## src/rtl/digit_strip_display.sv

```systemverilog
// digit_strip_display
//   Renders a binary value as a strip of NUM_DIGITS decimal digits with an
//   optional ":" slot, for the digit bitmap ROM. The value is converted to BCD
//   on-chip with a serial double-dabble converter started once per frame. The
//   on-screen number only changes when a conversion completes.
//
// Ports
//   clk, resetN            : clock, asynchronous active-low reset
//   startOfFrame           : one-cycle pulse per VGA frame (starts conversion, steps blink)
//   pixelX, pixelY         : current VGA pixel
//   topLeftX, topLeftY     : signed strip origin
//   value                  : binary number to display
//   blankLeading           : show leading zeros as blank
//   blinkEn                : enable frame-based blinking
//   offsetX, offsetY       : pixel offset inside the current slot (registered)
//   drawingRequest         : pixel lies inside a visible slot (registered)
//   current_digit          : 0..9 digit, 4'hA ":", 4'hF blank (registered)
//   convBusy               : BCD conversion in progress
module digit_strip_display #(
  parameter int NUM_DIGITS   = 4,
  parameter int VALUE_W      = 14,
  parameter int SEP_AFTER    = 2,
  parameter int DIGIT_W      = 16,
  parameter int DIGIT_H      = 32,
  parameter int BLINK_FRAMES = 15
) (
  input  logic                clk,
  input  logic                resetN,
  input  logic                startOfFrame,
  input  logic [10:0]         pixelX,
  input  logic [10:0]         pixelY,
  input  logic signed [10:0]  topLeftX,
  input  logic signed [10:0]  topLeftY,
  input  logic [VALUE_W-1:0]  value,
  input  logic                blankLeading,
  input  logic                blinkEn,
  output logic [10:0]         offsetX,
  output logic [10:0]         offsetY,
  output logic                drawingRequest,
  output logic [3:0]          current_digit,
  output logic                convBusy
);

  localparam int SLOTS   = NUM_DIGITS + ((SEP_AFTER > 0) ? 1 : 0);
  localparam int BCD_W   = 4 * NUM_DIGITS;
  localparam int SHIFT_X = $clog2(DIGIT_W);
  localparam int CNT_W   = $clog2(VALUE_W + 1);
  localparam int FRM_W   = (BLINK_FRAMES > 1) ? $clog2(BLINK_FRAMES) : 1;

  localparam logic signed [11:0] STRIP_W  = 12'(SLOTS * DIGIT_W);
  localparam logic signed [11:0] STRIP_H  = 12'(DIGIT_H);
  localparam logic [10:0]        OFS_MASK = 11'(DIGIT_W - 1);

  function automatic logic [63:0] pow10_m1(input int n);
    logic [63:0] p;
    p = 64'd1;
    for (int i = 0; i < n; i++) p = p * 64'd10;
    return p - 64'd1;
  endfunction

  localparam logic [63:0] MAX_VAL = pow10_m1(NUM_DIGITS);

  // Clamp to the largest number the strip can show.
  function automatic logic [VALUE_W-1:0] sat_value(input logic [VALUE_W-1:0] v);
    if (64'(v) > MAX_VAL) return MAX_VAL[VALUE_W-1:0];
    return v;
  endfunction

  // Double-dabble correction: add 3 to every nibble that is 5 or more.
  function automatic logic [BCD_W-1:0] dabble(input logic [BCD_W-1:0] a);
    logic [BCD_W-1:0] r;
    r = a;
    for (int i = 0; i < NUM_DIGITS; i++)
      if (a[4*i +: 4] >= 4'd5) r[4*i +: 4] = a[4*i +: 4] + 4'd3;
    return r;
  endfunction

  typedef enum logic {IDLE, SHIFT} state_t;

  state_t             state, state_nxt;
  logic               start_conv, done_conv;
  logic [CNT_W-1:0]   step_cnt;
  logic [VALUE_W-1:0] bin_sr;
  logic [BCD_W-1:0]   acc, acc_adj, acc_nxt;
  logic [BCD_W-1:0]   disp_bcd;
  logic [FRM_W-1:0]   frame_cnt;
  logic               phase_on;

  assign acc_adj  = dabble(acc);
  assign acc_nxt  = {acc_adj[BCD_W-2:0], bin_sr[VALUE_W-1]};
  assign convBusy = (state == SHIFT);

  always_comb begin
    state_nxt  = state;
    start_conv = 1'b0;
    done_conv  = 1'b0;
    case (state)
      IDLE: if (startOfFrame) begin
        state_nxt  = SHIFT;
        start_conv = 1'b1;
      end
      SHIFT: if (step_cnt == CNT_W'(VALUE_W - 1)) begin
        state_nxt = IDLE;
        done_conv = 1'b1;
      end
      default: state_nxt = IDLE;
    endcase
  end

  always_ff @(posedge clk or negedge resetN) begin
    if (!resetN) begin
      state    <= IDLE;
      step_cnt <= '0;
      disp_bcd <= '0;
    end else begin
      state <= state_nxt;
      if (start_conv)          step_cnt <= '0;
      else if (state == SHIFT) step_cnt <= step_cnt + 1'b1;
      if (done_conv)           disp_bcd <= acc_nxt;
    end
  end

  // Converter datapath: contents are meaningless outside SHIFT.
  always_ff @(posedge clk) begin
    if (start_conv) begin
      bin_sr <= sat_value(value);
      acc    <= '0;
    end else if (state == SHIFT) begin
      bin_sr <= bin_sr << 1;
      acc    <= acc_nxt;
    end
  end

  always_ff @(posedge clk or negedge resetN) begin
    if (!resetN) begin
      frame_cnt <= '0;
      phase_on  <= 1'b1;
    end else if (startOfFrame) begin
      if (frame_cnt == FRM_W'(BLINK_FRAMES - 1)) begin
        frame_cnt <= '0;
        phase_on  <= ~phase_on;
      end else begin
        frame_cnt <= frame_cnt + 1'b1;
      end
    end
  end

  // ---- stage p0: pixel geometry and slot code (combinational) ----
  logic signed [11:0]   relx_p0, rely_p0;
  logic [11:0]          relx_u_p0, slot_p0;
  logic                 inside_p0;
  logic [BCD_W-1:0]     src_bcd_p0;
  logic [4*NUM_DIGITS-1:0] dcode_p0;
  logic [4*SLOTS-1:0]   scode_p0;
  logic [3:0]           code_p0;
  logic                 lead_p0;
  logic [3:0]           d_p0;
  int                   idx_p0;

  assign relx_p0   = $signed({1'b0, pixelX}) - $signed({topLeftX[10], topLeftX});
  assign rely_p0   = $signed({1'b0, pixelY}) - $signed({topLeftY[10], topLeftY});
  assign relx_u_p0 = relx_p0;
  assign slot_p0   = relx_u_p0 >> SHIFT_X;
  assign inside_p0 = (relx_p0 >= 12'sd0) && (relx_p0 < STRIP_W) &&
                     (rely_p0 >= 12'sd0) && (rely_p0 < STRIP_H);

  // Finishing conversion is forwarded so the pixel sampled on the completion
  // edge already sees the new number.
  assign src_bcd_p0 = done_conv ? acc_nxt : disp_bcd;

  always_comb begin
    dcode_p0 = '0;
    scode_p0 = '0;
    code_p0  = 4'hF;
    lead_p0  = blankLeading;
    d_p0     = 4'h0;
    idx_p0   = 0;
    for (int i = 0; i < NUM_DIGITS; i++) begin
      d_p0 = src_bcd_p0[4*(NUM_DIGITS-1-i) +: 4];
      if (lead_p0 && (d_p0 == 4'h0) && (i != NUM_DIGITS - 1))
        dcode_p0[4*i +: 4] = 4'hF;
      else
        dcode_p0[4*i +: 4] = d_p0;
      if (d_p0 != 4'h0) lead_p0 = 1'b0;
    end
    for (int s = 0; s < SLOTS; s++) begin
      if ((SEP_AFTER > 0) && (s == SEP_AFTER)) begin
        scode_p0[4*s +: 4] = 4'hA;
      end else begin
        idx_p0 = ((SEP_AFTER > 0) && (s > SEP_AFTER)) ? s - 1 : s;
        scode_p0[4*s +: 4] = dcode_p0[4*idx_p0 +: 4];
      end
    end
    for (int s = 0; s < SLOTS; s++)
      if (slot_p0 == 12'(s)) code_p0 = scode_p0[4*s +: 4];
  end

  // ---- stage p1: registered outputs ----
  always_ff @(posedge clk or negedge resetN) begin
    if (!resetN) begin
      drawingRequest <= 1'b0;
      current_digit  <= 4'hF;
      offsetX        <= '0;
      offsetY        <= '0;
    end else if (inside_p0) begin
      drawingRequest <= !(blinkEn && !phase_on);
      current_digit  <= code_p0;
      offsetX        <= relx_u_p0[10:0] & OFS_MASK;
      offsetY        <= rely_p0[10:0];
    end else begin
      drawingRequest <= 1'b0;
      current_digit  <= 4'hF;
      offsetX        <= '0;
      offsetY        <= '0;
    end
  end

endmodule

```

## config.mk

```make
export PLATFORM = sky130hd
export DESIGN_NAME = digit_strip_display
export DESIGN_NICKNAME = d
export VERILOG_FILES = /design/src/rtl/digit_strip_display.sv
export SDC_FILE = /design/constraint.sdc
export NUM_CORES = 1
export LEC_CHECK = 0
export CAP_MARGIN = 20
export CORE_AREA = 2 2 100 102
export DETAILED_ROUTE_END_ITERATION = 16
export DIE_AREA = 0 0 102 104
export PLACE_DENSITY = 0.78
export SYNTH_ARGS = -nofsm -noshare
export SYNTH_HDL_FRONTEND = slang
export SYNTH_SLANG_ARGS = --single-unit
export TNS_END_PERCENT = 10
```

## constraint.sdc

```tcl
create_clock -name clk -period 3.1 [get_ports clk]
set_clock_uncertainty 0.05 [all_clocks]
set_input_delay 0.31 -clock clk [delete_from_list [all_inputs] [get_ports clk]]
set_output_delay 0.31 -clock clk [all_outputs]
set_load 0.01 [all_outputs]
```

=== Word-level counts from Yosys, hierarchy flattened ===
Cells that the tools add are included.

* Register bits after elaboration: 83
* Output and inout bits: 28
* Word-level logic and storage cells: 87

* Add/sub/neg operators: 8
* Order comparisons: 9
* Equal/unequal tests: 6
* Multiplexer cells: 34
* Bitwise gates (word level): 2
* Reduce and logical (&&, ||, !) cells: 17

{| class="wikitable"
|+ Operators by type and width
! cell !! number
|-
| $mux 4 || 16
|-
| $mux 14 || 4
|-
| $ge 12x1->1 const B || 2
|-
| $sub 12x11->12 || 2
|-
| $eq 8x2->1 const B || 2
|-
| $ge 4x3->1 const B || 4
|-
| $mux 16 || 1
|-
| $gt 14x14->1 const B || 1
|-
| $add 4x2->4 const B || 3
|-
| $logic_not 12->1 || 1
|-
| $logic_not 4->1 || 3
|-
| $lt 12x7->1 const B || 1
|-
| $lt 12x8->1 const B || 1
|-
| $mux 11 || 1
|-
| $mux 1 || 10
|-
| $add 4x1->4 const B || 2
|-
| $eq 4x4->1 const B || 2
|-
| $eq 8x1->1 const B || 1
|-
| $eq 8x3->1 const B || 1
|-
| $reduce_bool 4->1 || 2
|-
| $logic_and 1x1->1 || 7
|-
| $add 3x2->3 const B || 1
|-
| $mux 3 || 1
|-
| $logic_not 1->1 || 2
|-
| 4 further kinds || 5
|}

=== Depth between registers and ports, before layout ===
Gate-level depths: netlist of the first run.

* Depth in word-level cells: 13
* Depth in mapped cells: 14
* Depth with buffers taken out: 12

=== Worst setup path before layout of the first run ===
Ideal clock, no wire load.

* Path type: input -> register
* From: input pixelX[0]
* To: register offsetY[3]
* Setup time: 0.087 ns
* Data arrival time: 3.016 ns
* Required time: 2.963 ns
* Path slack: -0.053 ns
* Stages on the path: 13
* Path buffers: 2
* Cells stage by stage: inv_1 ha_1 fa_1 nor2b_4 o31a_1 o31a_1 o221ai_2 o41ai_1 or4b_1 or4_1 buf_2 buf_6 a211oi_2

* Cells in the longest elaborated chain, start to end: 6
* Elaborated cells on any way between the ends: 7
* Those cells by class: 1 x add/sub; 2 x order compare; 1 x mux; 3 x reduce/logical

{| class="wikitable"
|+ Ends and longest elaborated chain
! what !! RTL line !! source
|-
| from (decl) || 30 || <nowiki>input logic [10:0] pixelX,</nowiki>
|-
| $sub 12x11->12 (*) || 160 || <nowiki>assign relx_p0 = $signed({1'b0, pixelX}) - $signed({topLeftX[10], topLeftX});</nowiki>
|-
| $ge 12x1->1 or $lt 12x8->1 (tied branches) || 164 || <nowiki>assign inside_p0 = (relx_p0 >= 12'sd0) && (relx_p0 < STRIP_W) &&</nowiki>
|-
| $logic_and 1x1->1 (*) (2 in series) || 164 ||
|-
| $logic_and 1x1->1 (*) || 165 || <nowiki>(rely_p0 >= 12'sd0) && (rely_p0 < STRIP_H);</nowiki>
|-
| $mux 11 (*) || 205 || <nowiki>end else if (inside_p0) begin</nowiki>
|-
| to (signal assigned) || 209 || <nowiki>offsetY <= rely_p0[10:0];</nowiki>
|-
| to (decl) || 38 || <nowiki>output logic [10:0] offsetY,</nowiki>
|}

Mark *: on every way between the ends. The rest lies on a longest branch, timed or not.
A chain may end at the register's enable or synchronous reset.

=== Worst setup path in the final report of the first run ===
* From: input topLeftX[1]
* To: register current_digit[2]

* Cells in the longest elaborated chain, start to end: 8
* Elaborated cells on any way between the ends: 17
* Those cells by class: 1 x add/sub; 2 x order compare; 4 x eq/ne; 6 x mux; 4 x reduce/logical

{| class="wikitable"
|+ Ends and longest elaborated chain
! what !! RTL line !! source
|-
| from (decl) || 32 || <nowiki>input logic signed [10:0] topLeftX,</nowiki>
|-
| $sub 12x11->12 (*) || 160 ||
|-
| branches (longest 6 deep; another with $ge 12x1->1) || n/a ||
|-
| $mux 4 (*) || 205 ||
|-
| to (signal assigned) || 207 || <nowiki>current_digit <= code_p0;</nowiki>
|-
| to (decl) || 40 || <nowiki>output logic [3:0] current_digit,</nowiki>
|}

Every way passes the cells marked *.

==> results.json, run 1 <==
{
  "status": "finished clean",
  "yosysMostFrequentCell": "nand2_1",
  "drive_above_1_share": 0.205,
  "wl_met3_um": 427,
  "power_switching_w": 0.00161,
  "drt_iter0_drc": 187,
  "p_per_area_nw_per_um2": 645,
  "maxSlewHeadroom": 0.563,
  "hold_viol_final": 0,
  "worst_pin_slew_ns": 0.653,
  "fin_hold_ws_ns": 0.272,
  "place_area_um2": 6150,
  "cts_buffer_depth": 2,
  "arrival_ns": 3.26,
  "yosysUniqueCellTypes": 65,
  "initial_utilization": 0.489,
  "p_sw_frac": 0.379,
  "syn_inst": 534,
  "rrSetupSlack_ns": 0.21,
  "register_area_um2": 1900,
  "maxSlewViolCount": 0,
  "ir_drop_mv": 0.302,
  "start_kind": "input port",
  "crit_chain": "dlygate4sd2_1 -> inv_1 -> ha_1 -> nor2b_4 -> o2111a_1 -> or3_1 -> a21o_1 -> a2111oi_4 -> nand4b_1 -> or4_4 -> a2111o_1",
  "clk_latency_ns": 0.35,
  "top_layer_used": "met4",
  "num_io_pins": 91,
  "clock-root-buffer": "clkbuf_8",
  "r2r-start": "acc[13]",
  "gp_congestion": 0.895,
  "die_area_um2": 10600,
  "synth_area_um2": 4670,
  "maxCapViolCount": 0,
  "htreeDepth": 3,
  "synthArstFlopShare": 0.605,
  "seq_power_share": 0.385,
  "cts-buffers-inserted": 9,
  "die_y_um": 104,
  "p_clk_frac": 0.175,
  "min_path_type": "input port to async pin",
  "path_clk_slew_ns": 0.08,
  "drt_pass1_iterations": 5,
  "end_kind": "flop",
  "area_delta_synth_final_pct": 41.0,
  "max_stage_delay_ns": 0.60,
  "setup_viol_count_final": 0,
  "wl_met2_um": 6270,
  "route.vias.total": 4483,
  "wirelength_met1_um": 4920,
  "grt_pass1_vias": 4478,
  "nets": 794,
  "intPower_w": 0.00264,
  "ys_seq_elements": 76,
  "drt-wirelength-per-cell_um": 14.2,
  "synthTopCellsByCount": "93 x nand2_1, 44 x inv_1, 43 x o21ai_0",
  "synthTopCellsByArea": "dfrtp_1 22%, edfxtp_1 9.0%, ha_1 8.6%",
  "rows": 36,
  "routed_via_density": 5.37,
  "crit_family": "simple AND/OR/NAND/NOR gates",
  "grt_first_pass_wirelength_um": 19600,
  "fin_crit_ns": 3.05,
  "avgSynthCellArea_um2": 8.74,
  "antenna_cells": 0,
  "routed_wirelength_um": 11900,
  "grt_overflow": 0,
  "path_class": "input port to flop",
  "grt_max_degree": 47,
  "synth_edf_count": 14,
  "antenna_found_initial": 0,
  "dp_hpwl_um": 8560,
  "crit_fanout": 7,
  "power_frac_comb": 0.440,
  "ys.flop_type": "dfrtp_1",
  "worstPathRequired_ns": 3.31,
  "core_area_um2": 9550,
  "rr_worst_depth": 10,
  "die_x_um": 102,
  "post-synth-top-area-cell": "dfrtp_1",
  "cp_slowest_cell": "or4_4",
  "cp_num_buf_inv": 2,
  "io_buffers": 83,
  "ys_seq_area_frac": 0.407,
  "fmax_ghz": 0.328,
  "grt.total_usage": 0.225,
  "period_share": 0.984,
  "cts.sinks": 76,
  "synth_top_area_frac": 0.220,
  "r2r-end": "current_digit[2]",
  "drcViolationCount": 0,
  "nFillCells": 737,
  "final_area_um2": 6580,
  "ant_nets": 0,
  "yosysWarnings": 0,
  "multiInputGateArea_um2": 2740,
  "power_leakage_nw": 2.97,
  "cts_tree": "yes"
}
[state kept, by name, indices dropped and copies added, names as in the netlist]
signal / count
acc: 16
frame_cnt: 4
bin_sr: 14
drawingRequest: 1
offsetX: 4
current_digit: 4
step_cnt: 4
disp_bcd: 16
offsetY: 11
phase_on: 1
convBusy: 1
[area by class of cell]
cell class,count,area share
clock buffers,11,0.0200
clock inverters,5,0.00932
inverters,44,0.0251
multi-input cells,404,0.416
flip-flops and latches,76,0.288
well taps,133,0.0253
repair buffers,162,0.216
[repair_timing]
item	in CTS	in global routing
hold buffers	0	1
gates resized for setup	47	10
setup buffers	6	1
setup endpoints to repair	14	14
gates cloned	1	0
hold endpoints to repair	0	5
pin swaps	20	10
[worst reg2reg max path, cell delays in order, from the launching register on]
cell and delay, ns:
dfxtp_1 0.31, inv_1 0.07, ha_1 0.18, nand2b_1 0.13, a21oi_1 0.25, mux2i_1 0.16
o31ai_1 0.38, o21ai_1 0.16, or4b_2 0.70, a31oi_1 0.27, a2111o_1 0.16
[cell usage in the layout, fill, tap and decap left out, types with 3 or more instances in the layout]
master           synthesis  final
nor2_1                  37     36
a31oi_1                  3      3
o211ai_1                 3      3
buf_4                    7     75
inv_1                   44     39
nand4b_1                 3      3
a21oi_1                 27     26
o31a_1                   5      5
ha_4                     0      9
o22ai_1                  5      5
clkdlybuf4s50_1          0     68
dlygate4sd2_1            0      9
o2111a_1                 3      3
mux2i_1                  7      7
a31o_2                   4      4
nor3b_1                  9      9
o21a_1                   4      4
or3_1                    6      6
clkdlybuf4s15_1          0      3
nand3_1                 12     12
inv_2                    0      5
clkbuf_8                 0      9
nor3_1                  11     10
edfxtp_1                14     14
xnor2_1                  9      9
nand2b_1                 8      8
dfstp_2                  5      5
ha_1                    32     22
o31ai_1                  7      7
dfrtp_1                 41     41
a211oi_2                 2      3
or2_2                    3      3
nand2_1                 93     93
a21o_1                   6      6
conb_1                   1     13
clkinvlp_4               0      3
o21ai_0                 43     41
nand3b_1                 3      3
buf_2                    1      3
dfxtp_1                 16     16
[layer usage]
| metal | vias to the layer above | global-route usage |
|---|---|---|
| li1 | 2194 | - |
| met1 | 2139 | 0.268 |
| met2 | 124 | 0.403 |
| met3 | 26 | 0.0370 |
| met4 | 0 | 0.0762 |
| met5 | - | 0 |
[worst max path at each step]
stage,start,to,slack [ns],cells after the start
final,topLeftX[1],current_digit[2],0.05,11
after global routing,topLeftX[1],offsetY[4],-0.02,12
after CTS,topLeftY[3],current_digit[2],0.002,11
after floorplan,pixelX[0],offsetY[3],0.001,13
after global placement,topLeftX[1],offsetY[3],-0.62,12
after detailed placement,pixelX[0],offsetY[3],-0.66,13
[power groups by stage]
stage	Combinational [W]	Sequential, W	Clock, W
5_1_grt	0.00211	0.00169	0.000796
3_3_place_gp	0.00172	0.00163	0
3_5_place_dp	0.00179	0.00165	0
4_1_cts	0.00183	0.00163	0.000757
2_1_floorplan	0.00127	0.00160	0
6_report	0.00187	0.00163	0.000743
[per-stage QoR]
step | setup WS (ns) | instances | setup TNS [ns] | util | total power, W
final | 0.0495 | 835 | 0 | 0.689 | 0.00425
after floorplan | 0.000957 | 546 | 0 | - | 0.00287
after global routing | -0.0249 | 835 | -0.0562 | 0.689 | 0.00459
after detailed placement | -0.660 | 811 | -7.98 | 0.644 | 0.00344
after CTS | 0.00215 | 832 | 0 | 0.679 | 0.00422
after global placement | -0.624 | 811 | -7.56 | 0.644 | 0.00334
[cells by family after synthesis]
family | share of synthesized area
mux | 0.0174
simple gates | 0.210
fa+ha+maj | 0.0944
buf+inv | 0.0606
other cells | 0.000804
xor+xnor | 0.0188
flops | 0.407
compound gates | 0.191
No activity file was read; power rests on OpenSTA's default activity.
==> inputs of run 2 (changes only) <==
ABC_CLOCK_PERIOD_IN_PS = 3100   (was default)
==> results of run 2 <==
No change in the layout: final DEF, timing and power equal those of run 1.
